==> src/rtl/instr_fetch_unit_pkg.sv <==
// Package shared by the fetch front end and the decoder.
//  - RV32 base opcode values as the decoder sees them in instr[6:0]
//  - INSTR_NOP: canonical ADDI x0,x0,0, presented when no instruction is valid
//  - fetch_state_e: fetch sequencer states
package instr_fetch_unit_pkg;

  localparam logic [6:0] OP_R      = 7'b0110011;
  localparam logic [6:0] OP_IMM    = 7'b0010011;
  localparam logic [6:0] OP_LOAD   = 7'b0000011;
  localparam logic [6:0] OP_STORE  = 7'b0100011;
  localparam logic [6:0] OP_BRANCH = 7'b1100011;
  localparam logic [6:0] OP_JAL    = 7'b1101111;
  localparam logic [6:0] OP_JALR   = 7'b1100111;
  localparam logic [6:0] OP_LUI    = 7'b0110111;
  localparam logic [6:0] OP_AUIPC  = 7'b0010111;

  localparam logic [31:0] INSTR_NOP = 32'h0000_0013;

  typedef enum logic [1:0] {
    ST_BOOT  = 2'd0,
    ST_FETCH = 2'd1,
    ST_DRAIN = 2'd2
  } fetch_state_e;

endpackage

==> src/rtl/instr_fetch_unit_if.sv <==
// Bus bundle of the fetch unit.
//  imem_req_*  : word read requests toward instruction memory (valid/ready)
//  imem_rsp_*  : in-order read data, no backpressure
//  redirect_*  : restart request from branch/jump resolution
//  instr*, opcode/func3/func7 : head instruction toward decode (valid/ready)
// modport master: the fetch unit side; modport slave: memory/decode/branch side.
interface instr_fetch_unit_if;
  logic        imem_req_valid;
  logic        imem_req_ready;
  logic [31:0] imem_req_addr;
  logic        imem_rsp_valid;
  logic [31:0] imem_rsp_data;
  logic        redirect_valid;
  logic [31:0] redirect_pc;
  logic        instr_valid;
  logic        instr_ready;
  logic [31:0] instr;
  logic [31:0] instr_pc;
  logic [6:0]  opcode;
  logic [2:0]  func3;
  logic [6:0]  func7;

  modport master (
    output imem_req_valid, imem_req_addr,
    input  imem_req_ready, imem_rsp_valid, imem_rsp_data,
    input  redirect_valid, redirect_pc,
    output instr_valid, instr, instr_pc, opcode, func3, func7,
    input  instr_ready
  );

  modport slave (
    input  imem_req_valid, imem_req_addr,
    output imem_req_ready, imem_rsp_valid, imem_rsp_data,
    output redirect_valid, redirect_pc,
    input  instr_valid, instr, instr_pc, opcode, func3, func7,
    output instr_ready
  );
endinterface

==> src/rtl/instr_fetch_unit_sync_fifo.sv <==
// Synchronous FIFO with flush, used as the prefetch buffer.
//  clk, rst   : clock, synchronous active-high reset (pointers/count only)
//  flush      : empties the FIFO; dominates push and pop
//  push/push_data, pop : write and read strobes (caller keeps them legal)
//  head_data  : oldest entry, meaningful only when count != 0
//  count      : occupancy, $clog2(DEPTH)+1 bits
module sync_fifo #(
  parameter int WIDTH = 64,
  parameter int DEPTH = 4
) (
  input  logic                   clk,
  input  logic                   rst,
  input  logic                   flush,
  input  logic                   push,
  input  logic [WIDTH-1:0]       push_data,
  input  logic                   pop,
  output logic [WIDTH-1:0]       head_data,
  output logic [$clog2(DEPTH):0] count
);
  localparam int AW = $clog2(DEPTH);
  localparam logic [AW-1:0] PTR_ONE = 1;
  localparam logic [AW:0]   CNT_ONE = 1;

  logic [AW-1:0]    wr_q, wr_d, rd_q, rd_d;
  logic [AW:0]      count_q, count_d;
  logic [WIDTH-1:0] mem [DEPTH];

  always_comb begin
    wr_d    = wr_q;
    rd_d    = rd_q;
    count_d = count_q;
    if (flush) begin
      wr_d    = '0;
      rd_d    = '0;
      count_d = '0;
    end else begin
      if (push) wr_d = wr_q + PTR_ONE;
      if (pop)  rd_d = rd_q + PTR_ONE;
      if (push && !pop)      count_d = count_q + CNT_ONE;
      else if (!push && pop) count_d = count_q - CNT_ONE;
    end
  end

  always_ff @(posedge clk) begin
    if (rst) begin
      wr_q    <= '0;
      rd_q    <= '0;
      count_q <= '0;
    end else begin
      wr_q    <= wr_d;
      rd_q    <= rd_d;
      count_q <= count_d;
    end
  end

  always_ff @(posedge clk) begin
    if (push && !flush) mem[wr_q] <= push_data;
  end

  assign head_data = mem[rd_q];
  assign count     = count_q;
endmodule

==> src/rtl/instr_fetch_unit.sv <==
// Instruction fetch front end.
//  clk, rst : clock, synchronous active-high reset
//  bus      : instr_fetch_unit_if.master (imem request/response, redirect, decode handshake)
// Issues word reads under a credit rule that reserves FIFO space for every
// in-flight response, tags responses with their PC through a small in-order PC
// queue, and discards responses from the old path after a redirect.
module instr_fetch_unit
  import instr_fetch_unit_pkg::*;
#(
  parameter logic [31:0] RESET_PC   = 32'h0000_0000,
  parameter int          FIFO_DEPTH = 4,
  parameter int          MAX_OUTST  = 2
) (
  input logic                clk,
  input logic                rst,
  instr_fetch_unit_if.master bus
);
  localparam int CW       = $clog2(FIFO_DEPTH) + 1;
  localparam int PQ_DEPTH = (MAX_OUTST < 2) ? 2 : MAX_OUTST;
  localparam int PQ_AW    = $clog2(PQ_DEPTH);

  localparam logic [CW-1:0]    CNT_ONE   = 1;
  localparam logic [CW-1:0]    OUST_LIM  = MAX_OUTST[CW-1:0];
  localparam logic [CW:0]      DEPTH_LIM = FIFO_DEPTH[CW:0];
  localparam logic [PQ_AW-1:0] PQ_ONE    = 1;
  localparam logic [PQ_AW-1:0] PQ_LAST   = PQ_AW'(PQ_DEPTH - 1);

  fetch_state_e     state_q, state_d;
  logic [31:0]      fetch_pc_q, fetch_pc_d;
  logic [CW-1:0]    outst_q, outst_d, stale_q, stale_d;
  logic [PQ_AW-1:0] pcq_wr_q, pcq_wr_d, pcq_rd_q, pcq_rd_d;
  logic [31:0]      pcq_mem [PQ_DEPTH];

  logic          req_valid, accept, rsp, push, pop, head_valid;
  logic [CW-1:0] fifo_count;
  logic [63:0]   fifo_head;
  logic [31:0]   instr_w;

  function automatic logic [PQ_AW-1:0] pq_next(input logic [PQ_AW-1:0] ptr);
    if (ptr == PQ_LAST) return '0;
    return ptr + PQ_ONE;
  endfunction

  // Credit rule: FIFO entries plus in-flight requests never exceed the depth,
  // so a response always has a slot. Depends only on flops, so it holds
  // steady until accepted or a redirect changes state.
  always_comb begin
    req_valid = (state_q == ST_FETCH) && (outst_q < OUST_LIM) &&
                (({1'b0, fifo_count} + {1'b0, outst_q}) < DEPTH_LIM);
  end

  assign accept     = req_valid & bus.imem_req_ready;
  assign rsp        = bus.imem_rsp_valid;
  assign head_valid = (fifo_count != '0);
  assign pop        = head_valid & bus.instr_ready;
  // Old-path responses and responses coinciding with a redirect never enter the FIFO.
  assign push       = rsp && (stale_q == '0) && !bus.redirect_valid;

  always_comb begin
    outst_d = outst_q;
    if (accept && !rsp)      outst_d = outst_q + CNT_ONE;
    else if (!accept && rsp) outst_d = outst_q - CNT_ONE;

    fetch_pc_d = fetch_pc_q;
    if (bus.redirect_valid) fetch_pc_d = bus.redirect_pc & ~32'd3;
    else if (accept)        fetch_pc_d = fetch_pc_q + 32'd4;

    // Everything still in flight after this edge, including a request
    // accepted on the redirect edge, belongs to the abandoned path.
    stale_d = stale_q;
    if (bus.redirect_valid)           stale_d = outst_d;
    else if (rsp && stale_q != '0)    stale_d = stale_q - CNT_ONE;

    pcq_wr_d = accept ? pq_next(pcq_wr_q) : pcq_wr_q;
    pcq_rd_d = rsp    ? pq_next(pcq_rd_q) : pcq_rd_q;

    state_d = state_q;
    case (state_q)
      ST_BOOT:            state_d = ST_FETCH;
      ST_FETCH, ST_DRAIN: state_d = (stale_d != '0) ? ST_DRAIN : ST_FETCH;
      default:            state_d = ST_BOOT;
    endcase
  end

  always_ff @(posedge clk) begin
    if (rst) begin
      state_q    <= ST_BOOT;
      fetch_pc_q <= RESET_PC;
      outst_q    <= '0;
      stale_q    <= '0;
      pcq_wr_q   <= '0;
      pcq_rd_q   <= '0;
    end else begin
      state_q    <= state_d;
      fetch_pc_q <= fetch_pc_d;
      outst_q    <= outst_d;
      stale_q    <= stale_d;
      pcq_wr_q   <= pcq_wr_d;
      pcq_rd_q   <= pcq_rd_d;
    end
  end

  always_ff @(posedge clk) begin
    if (accept) pcq_mem[pcq_wr_q] <= fetch_pc_q;
  end

  sync_fifo #(.WIDTH(64), .DEPTH(FIFO_DEPTH)) u_fifo (
    .clk       (clk),
    .rst       (rst),
    .flush     (bus.redirect_valid),
    .push      (push),
    .push_data ({pcq_mem[pcq_rd_q], bus.imem_rsp_data}),
    .pop       (pop),
    .head_data (fifo_head),
    .count     (fifo_count)
  );

  always_comb begin
    instr_w = head_valid ? fifo_head[31:0] : INSTR_NOP;
  end

  assign bus.imem_req_valid = req_valid;
  assign bus.imem_req_addr  = fetch_pc_q;
  assign bus.instr_valid    = head_valid;
  assign bus.instr          = instr_w;
  // With nothing buffered, report the address about to be fetched.
  assign bus.instr_pc       = head_valid ? fifo_head[63:32] : fetch_pc_q;
  assign bus.opcode         = instr_w[6:0];
  assign bus.func3          = instr_w[14:12];
  assign bus.func7          = instr_w[31:25];
endmodule

==> src/flat_wrapper.sv <==
// flat-port wrapper written by rule: the top's interface ports become plain ports
module instr_fetch_unit_flat import instr_fetch_unit_pkg::*;
#(
  parameter logic [31:0] RESET_PC   = 32'h0000_0000,
  parameter int          FIFO_DEPTH = 4,
  parameter int          MAX_OUTST  = 2
)
  (clk, rst, bus_imem_req_valid, bus_imem_req_addr, bus_imem_req_ready, bus_imem_rsp_valid, bus_imem_rsp_data, bus_redirect_valid, bus_redirect_pc, bus_instr_valid, bus_instr, bus_instr_pc, bus_opcode, bus_func3, bus_func7, bus_instr_ready);
  instr_fetch_unit_if bus_i ();
  input logic clk;
  input logic rst;
  output wire logic [$bits(bus_i.imem_req_valid)-1:0] bus_imem_req_valid;
  output wire logic [$bits(bus_i.imem_req_addr)-1:0] bus_imem_req_addr;
  input wire logic [$bits(bus_i.imem_req_ready)-1:0] bus_imem_req_ready;
  input wire logic [$bits(bus_i.imem_rsp_valid)-1:0] bus_imem_rsp_valid;
  input wire logic [$bits(bus_i.imem_rsp_data)-1:0] bus_imem_rsp_data;
  input wire logic [$bits(bus_i.redirect_valid)-1:0] bus_redirect_valid;
  input wire logic [$bits(bus_i.redirect_pc)-1:0] bus_redirect_pc;
  output wire logic [$bits(bus_i.instr_valid)-1:0] bus_instr_valid;
  output wire logic [$bits(bus_i.instr)-1:0] bus_instr;
  output wire logic [$bits(bus_i.instr_pc)-1:0] bus_instr_pc;
  output wire logic [$bits(bus_i.opcode)-1:0] bus_opcode;
  output wire logic [$bits(bus_i.func3)-1:0] bus_func3;
  output wire logic [$bits(bus_i.func7)-1:0] bus_func7;
  input wire logic [$bits(bus_i.instr_ready)-1:0] bus_instr_ready;
  assign bus_imem_req_valid = bus_i.imem_req_valid;
  assign bus_imem_req_addr = bus_i.imem_req_addr;
  assign bus_i.imem_req_ready = bus_imem_req_ready;
  assign bus_i.imem_rsp_valid = bus_imem_rsp_valid;
  assign bus_i.imem_rsp_data = bus_imem_rsp_data;
  assign bus_i.redirect_valid = bus_redirect_valid;
  assign bus_i.redirect_pc = bus_redirect_pc;
  assign bus_instr_valid = bus_i.instr_valid;
  assign bus_instr = bus_i.instr;
  assign bus_instr_pc = bus_i.instr_pc;
  assign bus_opcode = bus_i.opcode;
  assign bus_func3 = bus_i.func3;
  assign bus_func7 = bus_i.func7;
  assign bus_i.instr_ready = bus_instr_ready;
  instr_fetch_unit #(.RESET_PC(RESET_PC), .FIFO_DEPTH(FIFO_DEPTH), .MAX_OUTST(MAX_OUTST)) u_core (.clk(clk), .rst(rst), .bus(bus_i));
endmodule
==> config.mk <==
export PLATFORM = sky130hd
export DESIGN_NAME = instr_fetch_unit_flat
export DESIGN_NICKNAME = d
export VERILOG_FILES = /design/src/rtl/instr_fetch_unit_pkg.sv /design/src/rtl/instr_fetch_unit_if.sv /design/src/rtl/instr_fetch_unit_sync_fifo.sv /design/src/rtl/instr_fetch_unit.sv /design/src/flat_wrapper.sv
export SDC_FILE = /design/constraint.sdc
export NUM_CORES = 1
export LEC_CHECK = 0
export CORE_ASPECT_RATIO = 1.75
export CORE_MARGIN = 1
export CORE_UTILIZATION = 25
export CTS_CLUSTER_DIAMETER = 50
export DETAILED_ROUTE_END_ITERATION = 10
export GPL_TIMING_DRIVEN = 0
export SLEW_MARGIN = 20
export SYNTH_ARGS = -nofsm -noshare
export SYNTH_HDL_FRONTEND = slang
export SYNTH_HIERARCHICAL = 1
export SYNTH_SLANG_ARGS = --single-unit
==> constraint.sdc <==
create_clock -name clk -period 6.67 [get_ports clk]
set_input_delay 2.001 -clock clk [delete_from_list [all_inputs] [get_ports clk]]
set_output_delay 2.001 -clock clk [all_outputs]
set_load 0.02 [all_outputs]
== Word-level counts from Yosys, hierarchy flattened ==
Memories as Yosys holds them, arrays and structs flattened. A register that Yosys moved wholly into a read port is not among the register bits.
Cells that the tools add are included.

* Order comparisons: 2
* Bitwise operators: 2
* Reductions and logical operators: 24
* Mux-type cells: 26
* Add/subtract/negate cells: 11
* Eq/ne operators: 2

{| class="wikitable"
|+ Operator list
! kind !! count
|-
| two-way mux 32 bit || 4
|-
| adder 32 x 3 -> 32 bit, second input constant || 1
|-
| two-way mux 3 bit || 6
|-
| two-way mux 1 bit || 12
|-
| logical AND 1 bit || 10
|-
| nonzero test 3 bit || 3
|-
| subtractor 3 x 1 -> 3 bit, second input constant || 3
|-
| adder 3 x 1 -> 3 bit, second input constant || 2
|-
| two-way mux 2 bit || 3
|-
| zero test 1 bit || 5
|-
| adder 2 x 1 -> 2 bit, second input constant || 2
|-
| adder 3 x 3 -> 4 bit || 1
|-
| less-than comparator 4 x 3 -> 1 bit, second input constant || 1
|-
| case mux 2 bit (2 select lines) || 1
|-
| nonzero test 2 bit || 2
|-
| OR reduction 2 bit || 2
|-
| zero test 3 bit || 1
|-
| less-than comparator 3 x 2 -> 1 bit, second input constant || 1
|-
| adder 1 bit, second input constant || 2
|-
| bitwise AND 1 bit || 2
|-
| == test 2 x 1 -> 1 bit, second input constant || 1
|-
| == test 2 bit, second input constant || 1
|-
| zero test 2 bit || 1
|}

* Input bits: 70
* Memories kept: 2
* Memory bits (writable): 320
* Output and inout port bits: 115
* Word-level logic and storage cells: 79
* Register bits: 49

{| class="wikitable"
|+ Memories
! memory !! words !! bits a word !! read ports !! clocked after Yosys merged registers in !! wr ports !! line !! source
|-
| u_core.u_fifo.mem || 4 || 64 || 1 || 1 || 1 || instr_fetch_unit_sync_fifo.sv:26 || <nowiki>logic [WIDTH-1:0] mem [DEPTH];</nowiki>
|-
| u_core.pcq_mem || 2 || 32 || 1 || 1 || 1 || instr_fetch_unit.sv:32 || <nowiki>logic [31:0] pcq_mem [PQ_DEPTH];</nowiki>
|}

== Logic depth before layout (Yosys ltp) ==
* Depth in word-level cells: 12
* Mapped depth: 11
* Mapped depth without buffers: 10

== By module ==
The synthesis kept the hierarchy.

{| class="wikitable"
|+ Modules (own cells, without submodules)
! module !! sequential area each (um2) !! area an instance (um2) !! cells an instance !! instances
|-
| sync_fifo || 7867.5 || 9739.3 || 378 || 1
|-
| instr_fetch_unit || 2622.5 || 5331.4 || 481 || 1
|}

== Least setup slack after synthesis ==
No wires, ideal clock.

* Path kind: input -> register
* Start: input bus_redirect_valid
* End: memory u_core.u_fifo.mem[0][0] (enable)
* Path buffers: 3
* Required time: 6.241 ns
* Cell stages on the path: 6
* Library setup time: 0.429 ns
* Setup slack: 1.402 ns
* Arrival: 4.839 ns
* Path through: clkbuf_1 clkbuf_1 buf_1 nor4_1 nor2b_1 and2_1

* Cells in the longest elaborated chain, start to end: 5

{| class="wikitable"
|+ RTL lines
! item !! line !! source
|-
| start, declared || flat_wrapper.sv:17 || <nowiki>input wire logic [$bits(bus_i.redirect_valid)-1:0] bus_redirect_valid;</nowiki>
|-
| zero test 1 bit || instr_fetch_unit.sv:57 || <nowiki>assign push = rsp && (stale_q == '0) && !bus.redirect_valid;</nowiki>
|-
| logical AND 1 bit || instr_fetch_unit.sv:57 ||
|-
| via u_core.push || instr_fetch_unit.sv:34 || <nowiki>logic req_valid, accept, rsp, push, pop, head_valid;</nowiki>
|-
| logical AND 1 bit || instr_fetch_unit_sync_fifo.sv:57 || <nowiki>if (push && !flush) mem[wr_q] <= push_data;</nowiki>
|-
| two-way mux 1 bit || instr_fetch_unit_sync_fifo.sv:57 ||
|-
| two-way mux 1 bit (implied by the code) || instr_fetch_unit_sync_fifo.sv:57 ||
|-
| end, declared || instr_fetch_unit_sync_fifo.sv:26 ||
|}

The timed path passes the listed nets, and every way through them passes these cells.

== Worst setup path after layout ==
* Start: register u_core.u_fifo.count_q[0] (netlist: u_core/u_fifo/count[0])
* End: output bus_instr_pc[27]

* Cells in the longest elaborated chain, start to end: 2

{| class="wikitable"
|+ RTL lines
! item !! line !! source
|-
| start, declared || instr_fetch_unit_sync_fifo.sv:25 || <nowiki>logic [AW:0] count_q, count_d;</nowiki>
|-
| start signal, assigned || instr_fetch_unit_sync_fifo.sv:52 || <nowiki>count_q <= count_d;</nowiki>
|-
| nonzero test 3 bit || instr_fetch_unit.sv:54 || <nowiki>assign head_valid = (fifo_count != '0);</nowiki>
|-
| two-way mux 32 bit || instr_fetch_unit.sv:127 || <nowiki>assign bus.instr_pc = head_valid ? fifo_head[63:32] : fetch_pc_q;</nowiki>
|-
| end, declared || flat_wrapper.sv:21 || <nowiki>output wire logic [$bits(bus_i.instr_pc)-1:0] bus_instr_pc;</nowiki>
|}

No other way between the ends.

==> results.md <==
* Crit path kind: reg -> out
* Register area at 10500 um^2
* DRT Pass-1 Iters at 4
* WP data arrival at 3.65 ns
* Initial drt markers at 467
* FILL cells at 5809
* Leak at 6.35 nW
* CP max FO at 10
* RSZ-0062 raised after global routing: false
* CTS sink count at 366
* Worst-Margin Slew at 0.916 ns
* # rows at 118
* First-pass GRT wire length at 56.8 mm
* Final #Nets at 1177
* DP HPWL at 26.1 mm
* Post-synth EDFFs at 316
* Max-cap viol count at 0
* Full die area at 61300 um^2
* Share of flip-flops with an asynchronous set or reset at 0%
* Hold Fails Final Rpt at 0
* Drt drc at 0
* Die Y at 327 um
* WL/cell at 20.1 um
* Overflow after GRT at 0
* Vias at 8281
* Clock Latency Late Sink at 0.53 ns
* Top-level I/O count at 185
* Yosys warnings at 6
* Commonest non-fill, non-tap cell in the layout: edfxtp_1
* CTS max path bufs at 3
* Finish-stage setup viols at 0
* Setup bufs post-CTS at 0
* Hold crit path type: reg -> reg
* Run status: complete, no violations
* Clock transition at path regs at 0.06 ns
* WL final at 38.1 mm
* Pin count of the biggest net entering global routing at 37
* Antenna Cells at 0
* Seq/Total Area, Yosys at 69.6%
* Yosys reg bits at 366
* Post-route minimum period at 5.65 ns
* Overall Power at 0.00572 W
* TritonCTS clock tree: built
* Synthesis-to-finish area growth at 27.5%
* # port buffers at 179
* Gpl congestion at 0.788
* Crit end category: primary output
* Antenna viol nets, final at 0
* Clock root cell: clkbuf_16
* Layout cells sized above 1 at 20.9%
* # H-tree levels at 2
* Vias per cell at 4.37
* CP Launch Type: flop
* Core Region at 59400 um^2
* Starting density of the core at 25.4%
* Post-Layout Cell Count at 1897
* Die Wd at 188 um
* Unique masters post-synth at 49
* Cts bufs inserted at 36
* Synth Flop Type: edfxtp_1
* Vias in the first global route at 8975
* Commonest cells after routing, fill and taps aside: 316 x edfxtp_1, 179 x clkdlybuf4s50_1, 63 x mux2_2, 60 x mux4_2, 50 x dfxtp_1
* Slew HR at 38.9%
* Inst Count DP at 1833
* CTS resizes at 0
* Max Clock Skew at 0.0272 ns
* Crit share post-route at 84.7%
* Hold Buf Count CTS at 0
* GRT Util Overall at 12.5%
* Avg Cell Area, Syn at 17.5 um^2
* Initial antenna violation count at 1
* Post-route cell area at 19200 um^2
* Syn Std Cell Area at 15100 um^2
* Pwr dens at 298 nW/um^2
* Worst vdd ir at 0.148 mV
* Max Fclk at 177 MHz
* Fin. max-slew vios at 0
* Syn Inst Count at 859
* Worst path required time at 4.67 ns
* DP Area at 18100 um^2
* Footprint of the multi-input gates at 4130 um^2
## critical path, stage by stage, from the launching register on
cell,delay [ns]
dfxtp_1,0.42
or3_1,0.27
clkbuf_1,0.72
clkbuf_1,0.72
mux2_2,0.42
clkdlybuf4s50_1,0.54
## cell type report
type / count / share of cell area [%]
Sequential cell: 366 / 54.6
Inverter: 28 / 0.547
Clock inverter: 21 / 1.05
Buffer: 57 / 2.08
Timing Repair Buffer: 185 / 10.2
Clock buffer: 43 / 4.94
Tap cell: 780 / 5.08
Multi-Input combinational cell: 417 / 21.5
## flip-flops by register name, indices dropped and copies added (netlist names), named ones only
signal                    flops
u_core/pcq_mem               60
u_core/u_fifo/mem           256
u_core/u_fifo/count           3
u_core/pcq_rd_q               1
u_core/stale_q                3
u_core/pcq_wr_q               1
u_core/state_q                2
u_core/bus.imem_req_addr     30
u_core/outst_q                3
u_core/u_fifo/wr_q            2
u_core/u_fifo/rd_q            2
## metrics by stage
| stage | hold WS (ns) | worst slack (ns) | setup TNS [ns] | utilization [%] |
|---|---|---|---|---|
| floorplan | 0.470 | 1.40 | 0 | - |
| global placement | 0.499 | -1.61 | -407.77 | 30.1 |
| detailed placement | 0.514 | 0.614 | 0 | 30.4 |
| CTS | 0.532 | 0.785 | 0 | 32.4 |
| global route | 0.563 | 0.772 | 0 | 32.4 |
| finish | 0.532 | 1.02 | 0 | 32.4 |
## worst paths after layout
path,startpoint,slack [ns],depth (start not counted),to
worst max-delay path,u_core/u_fifo/count[0],1.02,5,bus_instr_pc[27]
worst min-delay path,u_core/pcq_rd_q,0.53,2,u_core/pcq_rd_q
worst min register to register,u_core/pcq_rd_q,0.53,2,u_core/pcq_rd_q
worst max register to register,u_core/u_fifo/count[0],3.08,11,u_core/u_fifo/count[2]
## where the power goes
group	internal, W	switching, W	leakage, nW	total [W]
logic	0.000494	0.000549	2.51	0.00104
clock network	0.00111	0.000890	0.562	0.00200
registers	0.00261	0.0000659	3.27	0.00267
## Yosys cell counts, types with 7 or more instances
master    number  area (um^2)
xnor2_1       16          140
edfxtp_1     316         9490
mux2i_1       16          160
nand3_1       13         65.1
o21a_1        12         90.1
inv_1         28          105
xor2_1        23          201
buf_4         19          143
nor3_1         7         35.0
and2_1        40          250
mux4_2        60         1350
a21oi_1       17         85.1
clkbuf_1      20         75.1
nor4_1        10         62.6
buf_2          7         35.0
ha_1          15          188
mux2_2        63          709
dfxtp_1       50         1000
nand4_1        7         43.8
nor2_1        39          146
nand2_1       19         71.3
## layer usage
metal,track usage (%),wire length [um]
met1,13.4,14400
met2,23.4,20400
met3,2.07,1530
met4,6.47,1770
met5,0,13
## kinds of logic (layout without fill, tap and decap cells)
| kind of cell | count (synthesis) | in the layout | share of synthesized area, % |
|---|---|---|---|
| flip-flops | 366 | 366 | 69.6 |
| AND/OR/NAND/NOR | 165 | 165 | 6.14 |
| multiplexers | 143 | 143 | 15.4 |
| buffers and inverters | 85 | 334 | 3.35 |
| AO/OA/AOI/OAI | 44 | 44 | 1.80 |
| XOR/XNOR | 39 | 39 | 2.27 |
| adder cells (fa/ha/maj) | 16 | 16 | 1.38 |
| other | 1 | 10 | 0.0249 |
(Power assumes the default switching activity.)
